$ cat config.mk
export PLATFORM = sky130hd
export DESIGN_NAME = sid_bus_writer_flat
export DESIGN_NICKNAME = d
export VERILOG_FILES = /design/src/rtl/sid_bus_writer_if.sv /design/src/rtl/sid_bus_writer.sv /design/src/flat_wrapper.sv
export SDC_FILE = /design/constraint.sdc
export NUM_CORES = 1
export LEC_CHECK = 0
export ABC_CLOCK_PERIOD_IN_PS = 3450
export BUFFER_PORTS_ARGS = -buffer_cell sky130_fd_sc_hd__buf_4
export CAP_MARGIN = 20
export CORE_MARGIN = 1.5
export CORE_UTILIZATION = 50
export DETAILED_ROUTE_END_ITERATION = 8
export GPL_ROUTABILITY_DRIVEN = 0
export PLACE_DENSITY = 0.7
export SYNTH_ARGS = -nofsm -noshare
export SYNTH_HDL_FRONTEND = slang
export SYNTH_SLANG_ARGS = --single-unit
export TNS_END_PERCENT = 10
$ cat constraint.sdc
create_clock -name C6_CLK_8MHZ -period 3.45 [get_ports C6_CLK_8MHZ]
set_input_delay 0.345 -clock C6_CLK_8MHZ [delete_from_list [all_inputs] [get_ports C6_CLK_8MHZ]]
set_output_delay 0.345 -clock C6_CLK_8MHZ [all_outputs]
set_load 0.01 [all_outputs]
$ cat src/rtl/sid_bus_writer_if.sv
// Write-request handshake into the SID bus writer.
// The sequencer drives addr/data/valid; the writer returns ready.
interface sid_bus_writer_if;
    logic       WR_VALID;
    logic       WR_READY;
    logic [4:0] WR_ADDR;
    logic [7:0] WR_DATA;

    modport master (
        output WR_VALID,
        output WR_ADDR,
        output WR_DATA,
        input  WR_READY
    );

    modport slave (
        input  WR_VALID,
        input  WR_ADDR,
        input  WR_DATA,
        output WR_READY
    );
endinterface

$ cat src/rtl/sid_bus_writer.sv
// SID pin driver: phi2 generation, power-on reset hold, and a
// FIFO of register writes replayed as chip-select strobes.
module sid_bus_writer #(
    parameter int DIV          = 8,
    parameter int FIFO_DEPTH   = 4,
    parameter int RESET_CYCLES = 16
) (
    input  logic                          C6_CLK_8MHZ,
    input  logic                          RESET,
    sid_bus_writer_if.slave               wr,
    output logic                          SID_CLK,
    output logic                          SID_NOTRES,
    output logic                          SID_NOTCS,
    output logic [4:0]                    SID_ADDR,
    output logic [7:0]                    SID_DATA,
    output logic [$clog2(FIFO_DEPTH):0]   FIFO_LEVEL,
    output logic                          BUSY
);
    localparam int PW = $clog2(DIV);
    localparam int IW = $clog2(RESET_CYCLES + 1);
    localparam int AW = $clog2(FIFO_DEPTH);

    localparam logic [PW-1:0] PH_LAST = PW'(DIV - 1);
    localparam logic [PW-1:0] PH_HALF = PW'(DIV / 2);
    localparam logic [PW-1:0] PH_ARM  = PW'(DIV / 2 - 2);
    localparam logic [PW-1:0] PH_REL  = PW'(DIV - 3);
    localparam logic [IW-1:0] RC_LAST = IW'(RESET_CYCLES - 1);
    localparam logic [AW:0]   LVL_FULL = (AW + 1)'(FIFO_DEPTH);

    typedef enum logic [1:0] {IDLE, ARMED, STROBE, HOLD} state_t;

    state_t          state;
    state_t          state_n;
    logic [PW-1:0]   ph;
    logic [PW-1:0]   ph_n;
    logic [IW-1:0]   init_cnt;
    logic [12:0]     mem [FIFO_DEPTH];
    logic [AW-1:0]   wr_ptr;
    logic [AW-1:0]   rd_ptr;
    logic            push;
    logic            pop;
    logic            cs_nx;

    assign ph_n        = (ph == PH_LAST) ? '0 : ph + 1'b1;
    assign wr.WR_READY = SID_NOTRES && (FIFO_LEVEL < LVL_FULL);
    assign push        = wr.WR_VALID && wr.WR_READY;
    assign BUSY        = (FIFO_LEVEL != '0) || (state != IDLE);

    // Strobe edges are registered one clock early so they land
    // one clock before the phi2 rise and one clock after its fall.
    always_comb begin
        state_n = state;
        cs_nx   = SID_NOTCS;
        pop     = 1'b0;
        unique case (state)
            IDLE: begin
                if (ph == PH_LAST && FIFO_LEVEL != '0 && SID_NOTRES) begin
                    pop     = 1'b1;
                    state_n = ARMED;
                end
            end
            ARMED: begin
                if (ph == PH_ARM) begin
                    cs_nx   = 1'b0;
                    state_n = STROBE;
                end
            end
            STROBE: begin
                if (ph == '0) begin
                    cs_nx   = 1'b1;
                    state_n = HOLD;
                end
            end
            HOLD: begin
                if (ph == PH_REL) state_n = IDLE;
            end
            default: state_n = IDLE;
        endcase
    end

    always_ff @(posedge C6_CLK_8MHZ) begin
        if (push) mem[wr_ptr] <= {wr.WR_ADDR, wr.WR_DATA};
    end

    always_ff @(posedge C6_CLK_8MHZ) begin
        if (RESET) begin
            ph         <= '0;
            SID_CLK    <= 1'b0;
            SID_NOTRES <= 1'b0;
            init_cnt   <= '0;
            state      <= IDLE;
            SID_NOTCS  <= 1'b1;
            SID_ADDR   <= '0;
            SID_DATA   <= '0;
            wr_ptr     <= '0;
            rd_ptr     <= '0;
            FIFO_LEVEL <= '0;
        end else begin
            ph        <= ph_n;
            SID_CLK   <= (ph_n >= PH_HALF);
            state     <= state_n;
            SID_NOTCS <= cs_nx;
            if (ph == PH_LAST && !SID_NOTRES) begin
                init_cnt <= init_cnt + 1'b1;
                if (init_cnt == RC_LAST) SID_NOTRES <= 1'b1;
            end
            if (push) wr_ptr <= wr_ptr + 1'b1;
            if (pop) begin
                {SID_ADDR, SID_DATA} <= mem[rd_ptr];
                rd_ptr <= rd_ptr + 1'b1;
            end
            if (push && !pop)      FIFO_LEVEL <= FIFO_LEVEL + 1'b1;
            else if (!push && pop) FIFO_LEVEL <= FIFO_LEVEL - 1'b1;
        end
    end
endmodule

$ cat src/flat_wrapper.sv
// flat-port wrapper written by rule: the top's interface ports become plain ports
module sid_bus_writer_flat 
#(
    parameter int DIV          = 8,
    parameter int FIFO_DEPTH   = 4,
    parameter int RESET_CYCLES = 16
)
  (C6_CLK_8MHZ, RESET, SID_CLK, SID_NOTRES, SID_NOTCS, SID_ADDR, SID_DATA, FIFO_LEVEL, BUSY, wr_WR_VALID, wr_WR_ADDR, wr_WR_DATA, wr_WR_READY);
  sid_bus_writer_if wr_i ();
  input  logic C6_CLK_8MHZ;
  input  logic RESET;
  output logic SID_CLK;
  output logic SID_NOTRES;
  output logic SID_NOTCS;
  output logic [4:0] SID_ADDR;
  output logic [7:0] SID_DATA;
  output logic [$clog2(FIFO_DEPTH):0] FIFO_LEVEL;
  output logic BUSY;
  input wire logic [$bits(wr_i.WR_VALID)-1:0] wr_WR_VALID;
  input wire logic [$bits(wr_i.WR_ADDR)-1:0] wr_WR_ADDR;
  input wire logic [$bits(wr_i.WR_DATA)-1:0] wr_WR_DATA;
  output wire logic [$bits(wr_i.WR_READY)-1:0] wr_WR_READY;
  assign wr_i.WR_VALID = wr_WR_VALID;
  assign wr_i.WR_ADDR = wr_WR_ADDR;
  assign wr_i.WR_DATA = wr_WR_DATA;
  assign wr_WR_READY = wr_i.WR_READY;
  sid_bus_writer #(.DIV(DIV), .FIFO_DEPTH(FIFO_DEPTH), .RESET_CYCLES(RESET_CYCLES)) u_core (.C6_CLK_8MHZ(C6_CLK_8MHZ), .RESET(RESET), .wr(wr_i), .SID_CLK(SID_CLK), .SID_NOTRES(SID_NOTRES), .SID_NOTCS(SID_NOTCS), .SID_ADDR(SID_ADDR), .SID_DATA(SID_DATA), .FIFO_LEVEL(FIFO_LEVEL), .BUSY(BUSY));
endmodule
==> impl_summary.txt, run 1 <==
----------------------------------------------------
[Status]
  Run status ... complete, no violations

[Pwr]
  Part of the power in registers ... a little over half
  Final Total Pwr ... between 0.0015 and 0.002 W
  Max VDD drop ... 0.3334 mV
  Cell Int Power ... 0.001549 W
  Net switching share of the total power ... ~22%
  Power density normalized to cell area ... 503.8 mW/mm²
  Static power due to leakage ... 1.424 nW
  Switching power summed over all nets ... 0.0004379 W
  Logic gate share of total power ... 5.7%
  Clock group share of total power ... 39.6%

[Drt]
  First-pass iteration count of the detailed router ... 5
  Detailed-routing wirelength on met1 ... 2554 µm
  Wirelength per Cell ... 15.55 µm
  Via-to-Cell Ratio ... 5.159
  Met3 wire len ... approximately 220 µm
  Antenna Nets Post-Route ... 0
  Met2 wire length ... 2662 µm
  DR DRC count ... 0
  Via total after detailed routing ... 1816
  Total length of routed wires ... about 5500 µm
  Highest routed metal layer ... met4
  Number of violations reported at the end of detailed-routing iteration 0 ... 40

[CTS]
  Number of clock sinks seen by CTS ... 84
  Max H-tree Level ... 3
  Worst-Skew Late Latency ... between 0.3 and 0.4 ns
  # hold bufs at CTS ... 0
  Clock tree from TritonCTS ... built
  Resize count post-CTS ... 0
  Clock edge transition at the registers on the reported setup and hold paths ... approximately 0.08 ns
  Number of buffers created by CTS ... 9
  Root Buffer ... clkbuf_8
  Post-CTS setup buffers ... 0
  Clock Tree Buf Depth ... 2

[Logic synthesis]
  Async set-reset flop share out of synthesis ... 0%
  Top post-synthesis cells by count ... edfxtp_1, dfxtp_1, nand2_1, ha_1, nor2_1
  Cell taking the most area after synthesis ... edfxtp_1
  Synth top area share ... 45.66%
  Most used DFF post-synth ... edfxtp_1
  Post-synth EDFFs ... 52
  Number of cells produced by synthesis ... 234
  Leading post-synthesis cells by cell area ... edfxtp_1, dfxtp_1, mux4_2
  Most frequent cell after synthesis ... edfxtp_1
  Warning count from the yosys run ... 0
  Synthesized area divided by synthesized cell count ... approximately 15 µm²
  Combined area of all synthesized cells ... roughly 0.0034 mm²
  Proportion of synthesized chip area in sequential cells ... 64.40%
  Number of distinct library cells after synthesis ... 39
  Flip-flop and latch count after synthesis ... 84
  Mapped Nets ... 267

[STA]
  Layout Skew ... ~0.0065 ns
  Slew of the pin with the lowest slew margin ... 0.9648 ns
  Time the worst path needs with I/O delays and setup ... 2.645 ns
  Count of endpoints failing hold in the final timing report ... 0
  Setup TNS ... 0 ns
  Worst slew margin ... 35.59%
  Setup WS post-layout ... 0.8054 ns
  Post-Route Hold Slack ... about 0.19 ns
  Final count of negative-setup-slack endpoints ... 0
  Unrepaired setup endpoints after global routing ... false
  Slew Viols, Final ... 0
  Fmax ... 0.3781 GHz
  Final worst path period share ... 76.65%

[Critical path]
  Required time of the critical path ... 3.73 ns
  Worst Setup End Kind ... flip-flop
  Worst Path Class, Setup ... reg -> reg
  Cell with the most instances on the worst path ... ha_1
  Endpoint arrival time on the critical path ... 2.92 ns
  Worst-path cell with the longest stage delay ... fa_1
  FF-to-FF Start ... u_core.ph[0]
  Crit-path cells ... ha_1 > ha_1 > o311a_1 > and2_4 > clkinv_4 > ha_1 > inv_1 > fa_1 > xor2_1 > or3_1 > a21oi_1
  Worst setup path startpoint ... u_core.ph[0]
  CP max stage delay ... 0.37 ns
  Crit path max fanout ... 15
  Kind of launch point of the worst setup path ... flip-flop

[Placed design]
  Count of buffers from port buffering ... 36
  Pre-CTS setup slack ... between 0.8 and 0.9 ns
  HPWL Detailed ... about 3700 µm

[Finish]
  Number of antenna repair diodes ... 0
  Area added between synthesis and finish ... 15.33%
  Share of the core filled with cells in the final layout ... 60.72%
  Final layout net count ... about 300
  Fraction of final layout cells sized beyond drive strength 1 ... 30.91%

[Floorplan]
  Initial cell density of the core ... 52.65%
  Die area ... 0.007344 mm²
  Die Y ... 85.70 µm
  I/O pins ... 37
  FP Rows ... 29
  Area of the placeable core ... 0.006495 mm²
  X dimension of the die ... 85.70 µm

[Worst hold path]
  Worst min path class ... in -> reg
  Worst Hold Launch ... wr_WR_DATA[0]

[Global routing]
  Overall fraction of global-route tracks in use ... 16.68%
  Number of antenna violations at the first check in global routing ... 0
  Number of global-route vias before repair ... 1911
  Wire length of the first global-routing pass ... 9218 µm
  Overflow left after global routing ... 0
  Largest net degree at the start of global routing ... 33

[Flow run]
  Max-cap viol count ... 0

----------------------------------------------------
==> path summary, 6_finish.rpt <==
path / slack [ns] / endpoint / depth (start not counted)
setup / recovery: 0.81 / u_core.FIFO_LEVEL[2] / 11
hold / removal: 0.19 / u_core.mem[3][0] / 1
setup reg to reg: 0.81 / u_core.FIFO_LEVEL[2] / 11
hold reg to reg: 0.47 / u_core.SID_ADDR[0] / 2
==> worst max-delay path: cells and delay by family (launching register included) <==
family | cells | cell delay [ns]
adders and majority gates | 4 | 1.00
and+or+nand+nor | 2 | 0.54
DFF | 1 | 0.35
AOI/OAI and AO/OA | 2 | 0.30
buffers and inverters | 2 | 0.22
xor gates and xnor gates | 1 | 0.16
==> registers in the layout, indices dropped and copies added, names as in the netlist <==
signal and count:
u_core.SID_NOTRES 1, u_core.SID_DATA 8, u_core.ph 3, u_core.init_cnt 5, u_core.state 2, u_core.SID_NOTCS 1
u_core.SID_ADDR 5, u_core.rd_ptr 2, u_core.FIFO_LEVEL 3, u_core.wr_ptr 2, u_core.mem 52
==> cells by family after synthesis <==
family / count (synthesis) / share of synthesized area, %
AND/OR/NAND/NOR: 64 / 9.185
multiplexers: 15 / 9.147
buffers and inverters: 20 / 3.257
XOR/XNOR: 8 / 2.049
flip-flops: 84 / 64.40
AO/OA/AOI/OAI: 26 / 5.525
adder cells (fa/ha/maj): 17 / 6.440
==> area by class of cell <==
class	instances	area (µm²)
tap	77	96.34
fill	513	2551
clock inverter	7	106.4
sequential	84	2202
multi-input combinational	130	1106
timing repair buffer	36	270.3
clock buffer	9	123.9
inverter	9	38.79
==> layer usage <==
metal  track usage, %  vias up
met1            21.71      862
li1                 -      910
met3            5.679        5
met2            27.06       39
met4            4.399        0
met5                0        -
==> power groups by stage <==
| stage | clock [W] | sequential [W] | combinational [W] |
|---|---|---|---|
| global route | 0.000843 | 0.00109 | 0.000130 |
| global placement | 0 | 0.00111 | 0.000114 |
| floorplan | 0 | 0.00111 | 0.0000648 |
| CTS | 0.000807 | 0.00109 | 0.000116 |
| detailed placement | 0 | 0.00111 | 0.000116 |
| finish | 0.000787 | 0.00109 | 0.000114 |
==> metrics by stage <==
step                std cells  cell area, µm²
floorplan                 234            3420
detailed placement        336            3714
CTS                       352            3944
finish                    352            3944
global route              352            3944
global placement          336            3714
==> cell usage in the layout, fill, tap and decap left out, drive strengths merged, types with 3 or more instances in the layout <==
cell / synthesis / final
nand2: 30 / 30
ha: 16 / 16
buf: 8 / 36
clkbuf: 3 / 9
edfxtp: 52 / 52
inv: 8 / 12
and2: 5 / 5
a21oi: 18 / 18
dfxtp: 32 / 32
xor2: 5 / 5
nor2b: 3 / 3
nor2: 14 / 14
nand2b: 3 / 3
mux4: 13 / 13
xnor2: 3 / 3
Note: power is estimated with default switching activity, not from simulation.
==> run 2, diff against run 1 <==
- ABC_CLOCK_PERIOD_IN_PS: 3450 -> 2360
- PLACE_DENSITY: 0.7 -> 0.72
- clock period: 3.45 -> 2.36 ns (I/O delays scaled with it)
==> run 2 against run 1 <==
Compared with the run above:
- total power grew 38%
- largest power group unchanged
- clock skew grew 0.0019 ns
- via count grew 3.1%
- worst hold slack lost 0.11 ns
- utilization grew 0.67 points
- clock power grew 25%
- global-route usage grew 0.67 points
- flip-flop and latch count is the same
- register-to-register slack lost 0.67 ns
- highest routed layer unchanged
- largest cell class unchanged
- non-clock buffer count grew 7
==> impl_summary.txt, run 2 (same netlist as run 1, synthesis figures left out) <==
----------------------------------------------------
[Status]
  Run status ... complete, no violations (unchanged)

[Critical path]
  CP max stage delay ... 0.33 ns (was 0.37 ns)
  Crit-path cells ... ha_2 > ha_4 > o311a_1 > and2_4 > clkinv_4 > ha_4 > inv_1 > fa_2 > xor2_1 > or3_1 > a21oi_1 (was ha_1 > ha_1 > o311a_1 > and2_4 > clkinv_4 > ha_1 > inv_1 > fa_1 > xor2_1 > or3_1 > a21oi_1)
  Worst Setup End Kind ... flip-flop (unchanged)
  Worst-path cell with the longest stage delay ... dfxtp_1 (was fa_1)
  Worst Path Class, Setup ... reg -> reg (unchanged)
  Register-to-register setup slack ... 0.14 ns (was 0.81 ns)
  Endpoint arrival time on the critical path ... 2.50 ns (was 2.92 ns)
  Crit path max fanout ... 4 (was 15)
  Required time of the critical path ... 2.64 ns (was 3.73 ns)
  Kind of launch point of the worst setup path ... flip-flop (unchanged)
  Cell with the most instances on the worst path ... ha_4 (was ha_1)

[CTS]
  Max H-tree Level ... 3 (unchanged)
  # hold bufs at CTS ... 0 (unchanged)
  Resize count post-CTS ... 0 (unchanged)
  Clock Tree Buf Depth ... 2 (unchanged)
  Number of buffers created by CTS ... 9 (unchanged)
  Clock edge transition at the registers on the reported setup and hold paths ... 0.09 ns (was 0.08 ns)
  Clock tree from TritonCTS ... built (unchanged)
  Post-CTS setup buffers ... 0 (unchanged)
  Worst-Skew Late Latency ... 0.35 ns (about the same)
  Root Buffer ... clkbuf_8 (unchanged)
  Number of clock sinks seen by CTS ... 84 (unchanged)

[Global routing]
  Largest net degree at the start of global routing ... 33 (unchanged)
  Number of global-route vias before repair ... 1886 (was 1911)
  Overall fraction of global-route tracks in use ... 17.36% (was 16.68%)
  Wire length of the first global-routing pass ... 9356 µm (was 9218 µm)
  Overflow left after global routing ... 0 (unchanged)
  Number of antenna violations at the first check in global routing ... 0 (unchanged)

[Floorplan]
  Area of the placeable core ... 0.006495 mm² (unchanged)
  FP Rows ... 29 (unchanged)
  I/O pins ... 37 (unchanged)
  Die Y ... 85.70 µm (unchanged)
  Initial cell density of the core ... 52.65% (unchanged)
  X dimension of the die ... 85.70 µm (unchanged)
  Die area ... 0.007344 mm² (unchanged)

[Finish]
  Share of the core filled with cells in the final layout ... 61.39% (was 60.72%)
  Most frequent standard cell in the layout excluding fill and tap cells ... edfxtp_1 (unchanged)
  Final layout net count ... 310 (was 303)
  Non-Filler Cell Area, Final ... 0.003988 mm² (was 0.003944 mm²)
  Number of antenna repair diodes ... 0 (unchanged)
  Biggest regs ... u_core.mem x52, u_core.SID_DATA x8 (unchanged)
  Most used cells in the layout excluding fill and tap cells ... edfxtp_1, buf_4, dfxtp_1, nand2_1, nor2_1 (was edfxtp_1, buf_4, dfxtp_1, nand2_1, ha_1)
  Fill count ... 515 (was 513)
  Max reg flops ... 52 (unchanged)
  Area added between synthesis and finish ... 16.61% (was 15.33%)
  Largest reg by FF count ... u_core.mem (unchanged)
  Fraction of final layout cells sized beyond drive strength 1 ... 33.33% (was 30.91%)

[Drt]
  Total length of routed wires ... 5636 µm (was 5475 µm)
  DR DRC count ... 0 (unchanged)
  Via total after detailed routing ... 1873 (was 1816)
  Via-to-Cell Ratio ... 5.217 (was 5.159)
  Antenna Nets Post-Route ... 0 (unchanged)
  First-pass iteration count of the detailed router ... 4 (was 5)
  Number of violations reported at the end of detailed-routing iteration 0 ... 71 (was 40)
  Wirelength per Cell ... 15.70 µm (was 15.55 µm)

[Placed design]
  Total cell area at the placement stage ... 0.003796 mm² (was 0.003714 mm²)
  HPWL Detailed ... 3688 µm (was 3669 µm)
  Pre-CTS setup slack ... 0.1389 ns (was 0.8595 ns)
  Count of buffers from port buffering ... 36 (unchanged)

[STA]
  Layout Skew ... 0.008407 ns (was 0.006493 ns)
  Final count of negative-setup-slack endpoints ... 0 (unchanged)
  Unrepaired setup endpoints after global routing ... false (unchanged)
  Fmax ... 0.4495 GHz (was 0.3781 GHz)
  Slew of the pin with the lowest slew margin ... 0.6889 ns (was 0.9648 ns)
  Time the worst path needs with I/O delays and setup ... 2.225 ns (was 2.645 ns)
  Worst slew margin ... 54.01% (was 35.59%)
  Slew Viols, Final ... 0 (unchanged)
  Setup TNS ... 0 ns (unchanged)
  Final worst path period share ... 94.26% (was 76.65%)
  Setup WS post-layout ... 0.1354 ns (was 0.8054 ns)
  Count of endpoints failing hold in the final timing report ... 0 (unchanged)

[Pwr]
  Max VDD drop ... 0.4250 mV (was 0.3334 mV)
  Cell Int Power ... 0.002140 W (was 0.001549 W)
  Power density normalized to cell area ... 689.0 mW/mm² (was 503.8 mW/mm²)
  Static power due to leakage ... 1.432 nW (was 1.424 nW)
  Switching power summed over all nets ... 0.0006074 W (was 0.0004379 W)
  Logic gate share of total power ... 6.2% (was 5.7%)
  Clock group share of total power ... 35.9% (was 39.6%)
  Part of the power in registers ... 57.9% (was 54.7%)
  Net switching share of the total power ... 22.11% (was 22.04%)

[Flow run]
  Max-cap viol count ... 0 (unchanged)

[Worst hold path]
  Worst min path class ... in -> reg (unchanged)

----------------------------------------------------
-- run 2: final cells by class --
| type | count | area, µm² | share of cell area, % |
|---|---|---|---|
| Inverter | 9 | 38.79 | 0.9727 |
| Multi-Input combinational cell | 130 | 1136 | 28.49 |
| Clock buffer | 10 | 127.6 | 3.200 |
| Clock inverter | 6 | 62.56 | 1.569 |
| Timing Repair Buffer | 43 | 322.8 | 8.095 |
| Tap cell | 77 | 96.34 | 2.416 |
| Sequential cell | 84 | 2203 | 55.26 |
-- run 2: per-layer routing --
| layer | GRT usage (%) | wire length, µm | part of all wire [%] |
|---|---|---|---|
| met2 | 26.63 | 2696 | 48 |
| met3 | 4.427 | 203 | 3.6 |
| met4 | 9.238 | 154 | 2.7 |
| met1 | 22.90 | 2580 | 46 |
| met5 | 0 | 0 | 0 |
-- run 2: power groups by stage --
stage               Combinational (W)  Clock, W  Sequential (W)
floorplan                   0.0000957         0         0.00162
global placement             0.000164         0         0.00162
detailed placement           0.000170         0         0.00162
CTS                          0.000171   0.00102         0.00159
global route                 0.000189   0.00109         0.00159
finish                       0.000170  0.000987         0.00159
-- run 2: per-stage QoR --
step,hold WS (ns),cells,power (W)
2_1_floorplan,0.3076,234,0.001720
3_3_place_gp,0.4382,343,0.001786
3_5_place_dp,0.4417,343,0.001793
4_1_cts,0.06872,359,0.002778
5_1_grt,0.06256,359,0.002869
6_report,0.08743,359,0.002748
-- run 2: final timing paths --
path	from	end	depth (start not counted)
setup / recovery	u_core.ph[1]	u_core.FIFO_LEVEL[2]	11
hold / removal	wr_WR_DATA[1]	u_core.mem[2][1]	1
setup reg to reg	u_core.ph[1]	u_core.FIFO_LEVEL[2]	11
hold reg to reg	u_core.ph[0]	u_core.ph[0]	1
-- run 2: worst max-delay path: cells and delay by family, from the launching register on --
family	cells	cell delay [ns]
AO/OA/AOI/OAI	2	0.27
XOR/XNOR	1	0.15
adder cells (fa/ha/maj)	4	0.83
buffers and inverters	2	0.10
flip-flops	1	0.33
AND/OR/NAND/NOR	2	0.48
